$ cat config.mk
export PLATFORM = sky130hd
export DESIGN_NAME = mem_stage
export DESIGN_NICKNAME = d
export VERILOG_FILES = /design/src/rtl/arm_pkg.sv /design/src/rtl/data_memory.sv /design/src/rtl/mem_stage.sv
export SDC_FILE = /design/constraint.sdc
export NUM_CORES = 2
export LEC_CHECK = 0
export BUFFER_PORTS_ARGS = -buffer_cell sky130_fd_sc_hd__clkbuf_2
export CAP_MARGIN = 10
export CORE_MARGIN = 2
export CORE_UTILIZATION = 60
export CTS_BUF_LIST = sky130_fd_sc_hd__clkbuf_4 sky130_fd_sc_hd__clkbuf_8
export CTS_CLUSTER_SIZE = 28
export DETAILED_ROUTE_END_ITERATION = 8
export PLACE_DENSITY = 0.77
export SLEW_MARGIN = 10
export SYNTH_ARGS = -nofsm -noshare
export SYNTH_HDL_FRONTEND = slang
export SYNTH_SLANG_ARGS = --single-unit
$ cat constraint.sdc
create_clock -name clk -period 9.6 [get_ports clk]
set_clock_uncertainty 0.2 [all_clocks]
set_input_delay 1.92 -clock clk [delete_from_list [all_inputs] [get_ports clk]]
set_output_delay 1.92 -clock clk [all_outputs]
set_load 0.005 [all_outputs]
$ cat src/rtl/arm_pkg.sv
// Shared types and constants for the ARM-style pipeline: FSM state encoding,
// data-memory defaults, and word/register widths.
package arm_pkg;

    localparam int WORD_W        = 32;
    localparam int REG_W         = 4;
    localparam int CNT_W         = 4;
    localparam int DEF_MEM_WORDS = 64;
    localparam int DEF_BASE_ADDR = 1024;

    typedef enum logic {
        S_IDLE = 1'b0,
        S_WAIT = 1'b1
    } state_e;

    // MEM/WB pipeline register contents.
    typedef struct packed {
        logic [WORD_W-1:0] alu;
        logic [WORD_W-1:0] mem_data;
        logic [REG_W-1:0]  dst;
        logic              mem_r;
        logic              wb_en;
    } memwb_t;

endpackage

$ cat src/rtl/data_memory.sv
// Word-addressed data memory: synchronous write, combinational read.
// Contents are deliberately left unreset.
module data_memory
    import arm_pkg::*;
#(
    parameter int WORDS = DEF_MEM_WORDS,
    parameter int IDX_W = (WORDS > 1) ? $clog2(WORDS) : 1
) (
    input  logic              clk,
    input  logic              we,
    input  logic [IDX_W-1:0]  idx,
    input  logic [WORD_W-1:0] wdata,
    output logic [WORD_W-1:0] rdata
);

    logic [WORD_W-1:0] mem_q [WORDS];

    always_ff @(posedge clk) begin
        if (we) begin
            mem_q[idx] <= wdata;
        end
    end

    assign rdata = mem_q[idx];

endmodule

$ cat src/rtl/mem_stage.sv
// MEM pipeline stage: multi-cycle data-memory access with a wait-state FSM,
// a stall signal back to EXE, and the MEM/WB output register.
module mem_stage
    import arm_pkg::*;
#(
    parameter int MEM_WORDS   = DEF_MEM_WORDS,
    parameter int BASE_ADDR   = DEF_BASE_ADDR,
    parameter int WAIT_CYCLES = 3              // legal range 1..15
) (
    input  logic              clk,
    input  logic              rst,
    input  logic [WORD_W-1:0] ALU_res,
    input  logic [WORD_W-1:0] val_Rm,
    input  logic [REG_W-1:0]  dst,
    input  logic              mem_R,
    input  logic              mem_W,
    input  logic              WB_en,
    output logic              ready,
    output logic [WORD_W-1:0] ALU_res_out,
    output logic [WORD_W-1:0] mem_data_out,
    output logic [REG_W-1:0]  dst_out,
    output logic              mem_R_out,
    output logic              WB_en_out,
    output state_e            dbg_state_o,
    output logic [CNT_W-1:0]  dbg_cnt_o
);

    localparam int IDX_W = (MEM_WORDS > 1) ? $clog2(MEM_WORDS) : 1;

    state_e            state_q, state_d;
    logic [CNT_W-1:0]  cnt_q, cnt_d;
    memwb_t            out_q, out_d;

    logic              mem_op;
    logic              is_load;
    logic              below_base;
    logic              in_range;
    logic [WORD_W-1:0] offset;
    logic [WORD_W-1:0] word_idx;
    logic [IDX_W-1:0]  mem_idx;
    logic              mem_we;
    logic [WORD_W-1:0] mem_rdata;

    // A store wins when both mem_R and mem_W are set.
    assign mem_op  = mem_R | mem_W;
    assign is_load = mem_R & ~mem_W;

    // Byte address to word index; the two low address bits are dropped.
    assign below_base = ALU_res < WORD_W'(BASE_ADDR);
    assign offset     = ALU_res - WORD_W'(BASE_ADDR);
    assign word_idx   = offset >> 2;
    assign in_range   = !below_base && (word_idx < WORD_W'(MEM_WORDS));
    assign mem_idx    = word_idx[IDX_W-1:0];

    data_memory #(
        .WORDS (MEM_WORDS),
        .IDX_W (IDX_W)
    ) u_mem (
        .clk   (clk),
        .we    (mem_we),
        .idx   (mem_idx),
        .wdata (val_Rm),
        .rdata (mem_rdata)
    );

    always_comb begin
        state_d = state_q;
        cnt_d   = cnt_q;
        out_d   = out_q;
        ready   = 1'b1;
        mem_we  = 1'b0;

        case (state_q)
            S_IDLE: begin
                if (mem_op) begin
                    ready       = 1'b0;
                    state_d     = S_WAIT;
                    cnt_d       = CNT_W'(WAIT_CYCLES - 1);
                    out_d.wb_en = 1'b0;
                    out_d.mem_r = 1'b0;
                end else begin
                    out_d.alu   = ALU_res;
                    out_d.dst   = dst;
                    out_d.wb_en = WB_en;
                    out_d.mem_r = 1'b0;
                end
            end
            S_WAIT: begin
                if (cnt_q != '0) begin
                    ready = 1'b0;
                    cnt_d = cnt_q - CNT_W'(1);
                end else begin
                    // Completing edge: inputs sampled now are the ones used.
                    state_d     = S_IDLE;
                    out_d.alu   = ALU_res;
                    out_d.dst   = dst;
                    out_d.wb_en = WB_en;
                    out_d.mem_r = is_load;
                    if (is_load) begin
                        out_d.mem_data = in_range ? mem_rdata : '0;
                    end
                    // Reset at this edge aborts the store.
                    mem_we = mem_W & in_range & ~rst;
                end
            end
            default: begin
                state_d = S_IDLE;
                cnt_d   = '0;
            end
        endcase
    end

    always_ff @(posedge clk) begin
        if (rst) begin
            state_q <= S_IDLE;
            cnt_q   <= '0;
            out_q   <= '0;
        end else begin
            state_q <= state_d;
            cnt_q   <= cnt_d;
            out_q   <= out_d;
        end
    end

    assign ALU_res_out  = out_q.alu;
    assign mem_data_out = out_q.mem_data;
    assign dst_out      = out_q.dst;
    assign mem_R_out    = out_q.mem_r;
    assign WB_en_out    = out_q.wb_en;
    assign dbg_state_o  = state_q;
    assign dbg_cnt_o    = cnt_q;

endmodule

== Yosys cells after proc, flatten, opt, wreduce, memory -nomap -nowiden ==
Memories as Yosys holds them, arrays and structs flattened.
Index checks and enable logic that the tools add are counted.

* Add/sub/neg operators: 2
* Order comparisons: 2
* Equal/unequal tests: 4
* Multiplexer cells: 21
* Bitwise logic cells: 8
* Reduce and logical (&&, ||, !) cells: 6

{| class="wikitable"
|+ Operator list
! cell !! count
|-
| 2-to-1 mux 32 bit || 3
|-
| 2-to-1 mux 70 bit || 1
|-
| case mux 32 bit (2 select lines) || 1
|-
| < comparator 32 x 11 -> 1 bit, second input constant || 1
|-
| subtractor 32 x 11 -> 32 bit, second input constant || 1
|-
| < comparator 30 x 7 -> 1 bit, second input constant || 1
|-
| 2-to-1 mux 4 bit || 3
|-
| case mux 6 bit (2 select lines) || 1
|-
| 2-to-1 mux 1 bit || 9
|-
| case mux 4 bit (2 select lines) || 1
|-
| inequality test 2 bit, second input constant || 3
|-
| NOT 1 bit || 4
|-
| case mux 1 bit (2 select lines) || 2
|-
| AND reduction 2 bit || 2
|-
| nonzero test 4 bit || 1
|-
| subtractor 4 x 1 -> 4 bit, second input constant || 1
|-
| bitwise AND 1 bit || 3
|-
| AND reduction 3 bit || 1
|-
| inequality test 2 x 1 -> 1 bit, second input constant || 1
|-
| logical AND 1 bit || 1
|-
| zero test 1 bit || 1
|-
| bitwise OR 1 bit || 1
|}

* Register bits after elaboration: 75
* RAM bits: 2,048
* Input bits: 73
* Memories: 1

{| class="wikitable"
|+ Memories
! name !! depth !! bits a word !! rd ports !! clocked after memory_dff !! wr ports !! line !! RTL
|-
| u_mem.mem_q || 64 || 32 || 1 || 0 || 1 || data_memory.sv:16 || <nowiki>logic [WORD_W-1:0] mem_q [WORDS];</nowiki>
|}

== Longest topological paths before layout ==
* Depth in word-level cells: 9
* Mapped depth: 13
* Mapped depth without buffers: 7

== By module ==
A second synthesis with hierarchy kept.

* Cell total of the unflattened synthesis: 4,517
* Area total of the unflattened synthesis: 81,170.3 um^2

{| class="wikitable"
|+ By module, submodules not included
! module !! instances !! cells an instance !! area an instance (um^2) !! sequential area each (um^2)
|-
| data_memory || 1 || 4,207 || 78,287.6 || 61,499.0
|-
| mem_stage || 1 || 310 || 2,882.8 || 1,501.4
|}

== Worst setup path before layout ==
OpenSTA, ideal clock, no wires.

* Path kind: input to register
* Start: in ALU_res[17]
* End: mem u_mem.mem_q[22][0], enable pin
* Library setup time: 0.421 ns
* Arrival time: 4.813 ns
* Path slack: 4.166 ns
* Cell stages on the path: 8
* Path buffers: 1
* Cells stage by stage: nor3_1 > nand3_1 > nor4_1 > xnor2_1 > and3_1 > buf_2 > nand4_1 > nor2_1

* Word-level cells in the longest chain between the ends: 9

{| class="wikitable"
|+ Ends and longest elaborated chain
! element !! line !! RTL
|-
| start, declared || mem_stage.sv:12 || <nowiki>input logic [WORD_W-1:0] ALU_res,</nowiki>
|-
| subtractor 32 x 11 -> 32 bit / < comparator 32 x 11 -> 1 bit (equally long branches) || mem_stage.sv:50, mem_stage.sv:49 ||
|-
| < comparator 30 x 7 -> 1 bit / zero test 1 bit (equally long branches) || mem_stage.sv:52 || <nowiki>assign in_range = !below_base && (word_idx < WORD_W'(MEM_WORDS));</nowiki>
|-
| logical AND 1 bit (*) || mem_stage.sv:52 ||
|-
| bitwise AND 1 bit (*) (2 in series) || mem_stage.sv:103 || <nowiki>mem_we = mem_W & in_range & ~rst;</nowiki>
|-
| 2-to-1 mux 1 bit (*) || mem_stage.sv:89 || <nowiki>if (cnt_q != '0) begin</nowiki>
|-
| 2-to-1 mux 1 bit (*) || mem_stage.sv:73 || <nowiki>case (state_q)</nowiki>
|-
| 2-to-1 mux 1 bit (*) || data_memory.sv:19 || <nowiki>if (we) begin</nowiki>
|-
| 2-to-1 mux 1 bit (not written as such) (*) || data_memory.sv:20 || <nowiki>mem_q[idx] <= wdata;</nowiki>
|-
| end, declared || data_memory.sv:16 ||
|}

Mark *: on every way between the ends. The rest lies on a longest branch, timed or not.

== Worst setup path in the final report ==
* Start: in rst
* End: mem u_mem.mem_q[2][27], enable pin

* Word-level cells in the longest chain between the ends: 6

{| class="wikitable"
|+ Ends and longest elaborated chain
! element !! line !! RTL
|-
| start, declared || mem_stage.sv:11 || <nowiki>input logic rst,</nowiki>
|-
| NOT 1 bit || mem_stage.sv:103 ||
|-
| bitwise AND 1 bit || mem_stage.sv:103 ||
|-
| 2-to-1 mux 1 bit || mem_stage.sv:89 ||
|-
| 2-to-1 mux 1 bit || mem_stage.sv:73 ||
|-
| 2-to-1 mux 1 bit || data_memory.sv:19 ||
|-
| 2-to-1 mux 1 bit (not written as such) || data_memory.sv:20 ||
|}

No other way between the ends.

==> flow_summary.yaml <==
run_status:
  status: "complete, but fails checks"
  violations: "design-rule violations"
sta:
  timing.final.crit_period_ns: 5.40
  tns_ns: 0
  rsz0062_at_grt: "no"
  relSlewSlack: 0.0827
  finalHoldViolCount: 0
  tightest_slew_ns: 1.38
  finalSetupViolCount: 0
  fmax_ghz: 0.185
  fin_crit_sh: 0.563
  timing.final.ws_setup_ns: 4.20
  drv_slew: 0
logic_synthesis:
  synthCells: 4539
  synth_area_mm2: 0.0820
  synth_top_flop_cell: "edfxtp_1"
  ys_seq_area_frac: 0.768
  syn_avg_cell_area_um2: 18.1
  synthArstFlopShare: 0
  syn_nets: 4614
  synth_edf_count: 2048
  ys.warnings.count: 0
  synthDistinctLibCells: 78
  yosys_register_bits: 2123
place:
  port-buffer-count: 148
  place_inst: 6307
  post-place-ws_ns: 3.26
  gp_congestion: 1.00
  dpl.hpwl_mm: 145
global_route:
  grt_pass1_wl_mm: 353
  antenna_found_initial: 27
  grt_pass1_vias: 47200
  track_usage: 0.362
  grt_overflow: 0
  grt_max_degree: 111
floorplanning:
  dieWidth_um: 374
  die-area_mm2: 0.140
  coreArea_mm2: 0.136
  ios: 149
  rows: 135
  start_util: 0.605
  die_h_um: 374
route:
  dr.pass1.iters: 9
  vias: 50100
  vias_per_cell: 7.26
  wl_mm: 256
  drt-initial-drc-count: 9307
  drtAntennaViolNets: 0
  drc: 1
  wl_per_cell_um: 37.1
setup_path:
  ff2ff_setup_slack_ns: 5.96
  start_kind: "input pin"
  timing.rr.end: "u_mem.mem_q[2][27]"
  r2r_start: "dbg_cnt_o[0]"
  crit_arrival_ns: 5.91
  ff2ff_path_depth: 7
  worstSetupPathType: "in2reg"
  cp-endpoint: "u_mem.mem_q[2][27]"
  cp-startpoint: "rst"
  crit_fanout: 45
  end_kind: "flop"
  required_ns: 10.10
power_and_ir_drop:
  p_leak_nw: 29.5
  clkPwrFrac: 0.394
  sw_frac_of_total: 0.230
  powerDensity_mw_per_mm2: 205
  combPwrFrac: 0.062
  p_int_mw: 14.4
  seqPwrFrac: 0.544
  p_switching_mw: 4.30
  ir_drop_mv: 0.187
clock_tree:
  hold_buffers: 0
  post_cts_buffers: 0
  clk_pin_slew_ns: 0.05
  clockRootBuffer: "clkbuf_8"
  cts.sink_count: 2123
  cts_inserted_buffers: 338
  clock_latency_ns: 1.04
  tritoncts: "yes"
  htreeDepth: 5
  clock_path_buffers: 4
  post_cts_resized: 0
worst_hold_path:
  hp-class: "reg2reg"
  hold_depth: 2
layout:
  syn_to_final_growth_pct: 11.0
  layout-drive-gt1-share: 0.239
  layout_commonest_cell: "edfxtp_1"
  layout_common_cells: "edfxtp_1 (2,048), clkbuf_8 (351), o22ai_1 (283)"
  final_cells: 6895
  finalNetCount: 4945
  nFillCells: 8607
run:
  drv_cap: 0
Yosys cell counts, types with 11 or more instances:
cell type,instances,area share
edfxtp_1,2048,0.75
o22ai_1,283,0.022
mux2i_1,238,0.029
nand2_1,238,0.011
nor2_1,189,0.0086
mux2_2,175,0.024
a21oi_1,170,0.010
mux4_2,123,0.034
o21ai_0,119,0.0073
o221ai_1,110,0.012
buf_2,107,0.0065
dfxtp_1,75,0.018
a22oi_1,70,0.0064
clkbuf_1,70,0.0032
buf_6,47,0.0065
a221oi_1,40,0.0043
buf_4,40,0.0037
o22a_1,27,0.0029
mux4_1,25,0.0080
a211oi_1,24,0.0022
nor3_1,21,0.0013
a2bb2oi_1,20,0.0021
nand4_1,19,0.0014
nand3_1,16,0.00098
a222oi_1,15,0.0018
buf_1,15,0.00069
o21ai_1,14,0.00085
buf_12,12,0.0029
inv_1,12,0.00055
o31ai_1,12,0.0011
nor4_1,11,0.00084
layer usage:
layer  global-route usage  up-vias  share of wire
met4                0.222       40          0.073
li1                     -    19300              -
met1                0.464    24500           0.32
met5              0.00172        -         0.0014
met3                0.148     1079           0.17
met2                0.517     5155           0.43
stage by stage:
step / instance area, um^2 / power [mW] / utilization / hold slack, ns
3_5_place_dp: 84700 / 11.5 / 0.624 / 0.246
5_1_grt: 91000 / 19.1 / 0.671 / 0.276
4_1_cts: 91000 / 18.6 / 0.671 / 0.254
3_3_place_gp: 84600 / 11.4 / 0.624 / 0.237
2_1_floorplan: 82000 / 10.9 / - / 0.235
6_report: 91100 / 18.7 / 0.671 / 0.253
cell type report:
| cell class | count | area [um^2] | share of cell area |
|---|---|---|---|
| flip-flops and latches | 2123 | 63000 | 0.692 |
| multi-input cells | 2093 | 17400 | 0.191 |
| clock buffers | 476 | 5770 | 0.0634 |
| well taps | 1781 | 2230 | 0.0245 |
| repair buffers | 302 | 2080 | 0.0229 |
| clock inverters | 99 | 515 | 0.00566 |
| inverters | 12 | 50.0 | 0.000550 |
| diodes | 9 | 22.5 | 0.000247 |
critical path: stages:
cell      delay, ns
clkbuf_2       0.50
nor4_1         0.36
nand4b_1       0.16
nor2_1         0.10
and3_1         0.17
and3_1         0.70
nand4_1        0.42
buf_4          0.36
nor2_4         0.86
buf_4          0.28
state kept, by name, summed over array words and instances (netlist names):
signal	cells
ALU_res_out	32
dbg_cnt_o	4
mem_R_out	1
dbg_state_o	1
dst_out	4
mem_data_out	32
WB_en_out	1
u_mem.mem_q	2048
cells by family (layout without fill, tap and decap cells):
logic type / after synthesis / count (layout) / share of synthesized area
DFF: 2123 / 2123 / 0.768
AOI/OAI and AO/OA: 973 / 973 / 0.0804
muxes: 561 / 561 / 0.0948
and+or+nand+nor: 555 / 555 / 0.0292
buffers and inverters: 323 / 889 / 0.0271
adders and majority gates: 2 / 2 / 0.000305
xor gates and xnor gates: 2 / 2 / 0.000214
other: 0 / 9 / 0
worst min-delay path by stage:
stage	slack (ns)	startpoint	endpoint
2_1_floorplan	0.23	mem_data_out[8]	mem_data_out[8]
3_3_place_gp	0.24	dst_out[2]	dst_out[2]
3_5_place_dp	0.25	dst_out[3]	dst_out[3]
4_1_cts	0.25	dst_out[3]	dst_out[3]
5_1_grt	0.28	ALU_res_out[5]	ALU_res_out[5]
6_report	0.25	dst_out[3]	dst_out[3]
power groups by stage:
stage               Combinational (mW)  Clock (mW)  Sequential, mW
floorplan                        0.558           0            10.4
global placement                  1.07           0            10.4
detailed placement                1.09           0            10.4
CTS                               1.09        7.35            10.2
global route                      1.15        7.73            10.2
finish                            1.15        7.37            10.2
No activity file was read; power rests on OpenSTA's default activity.
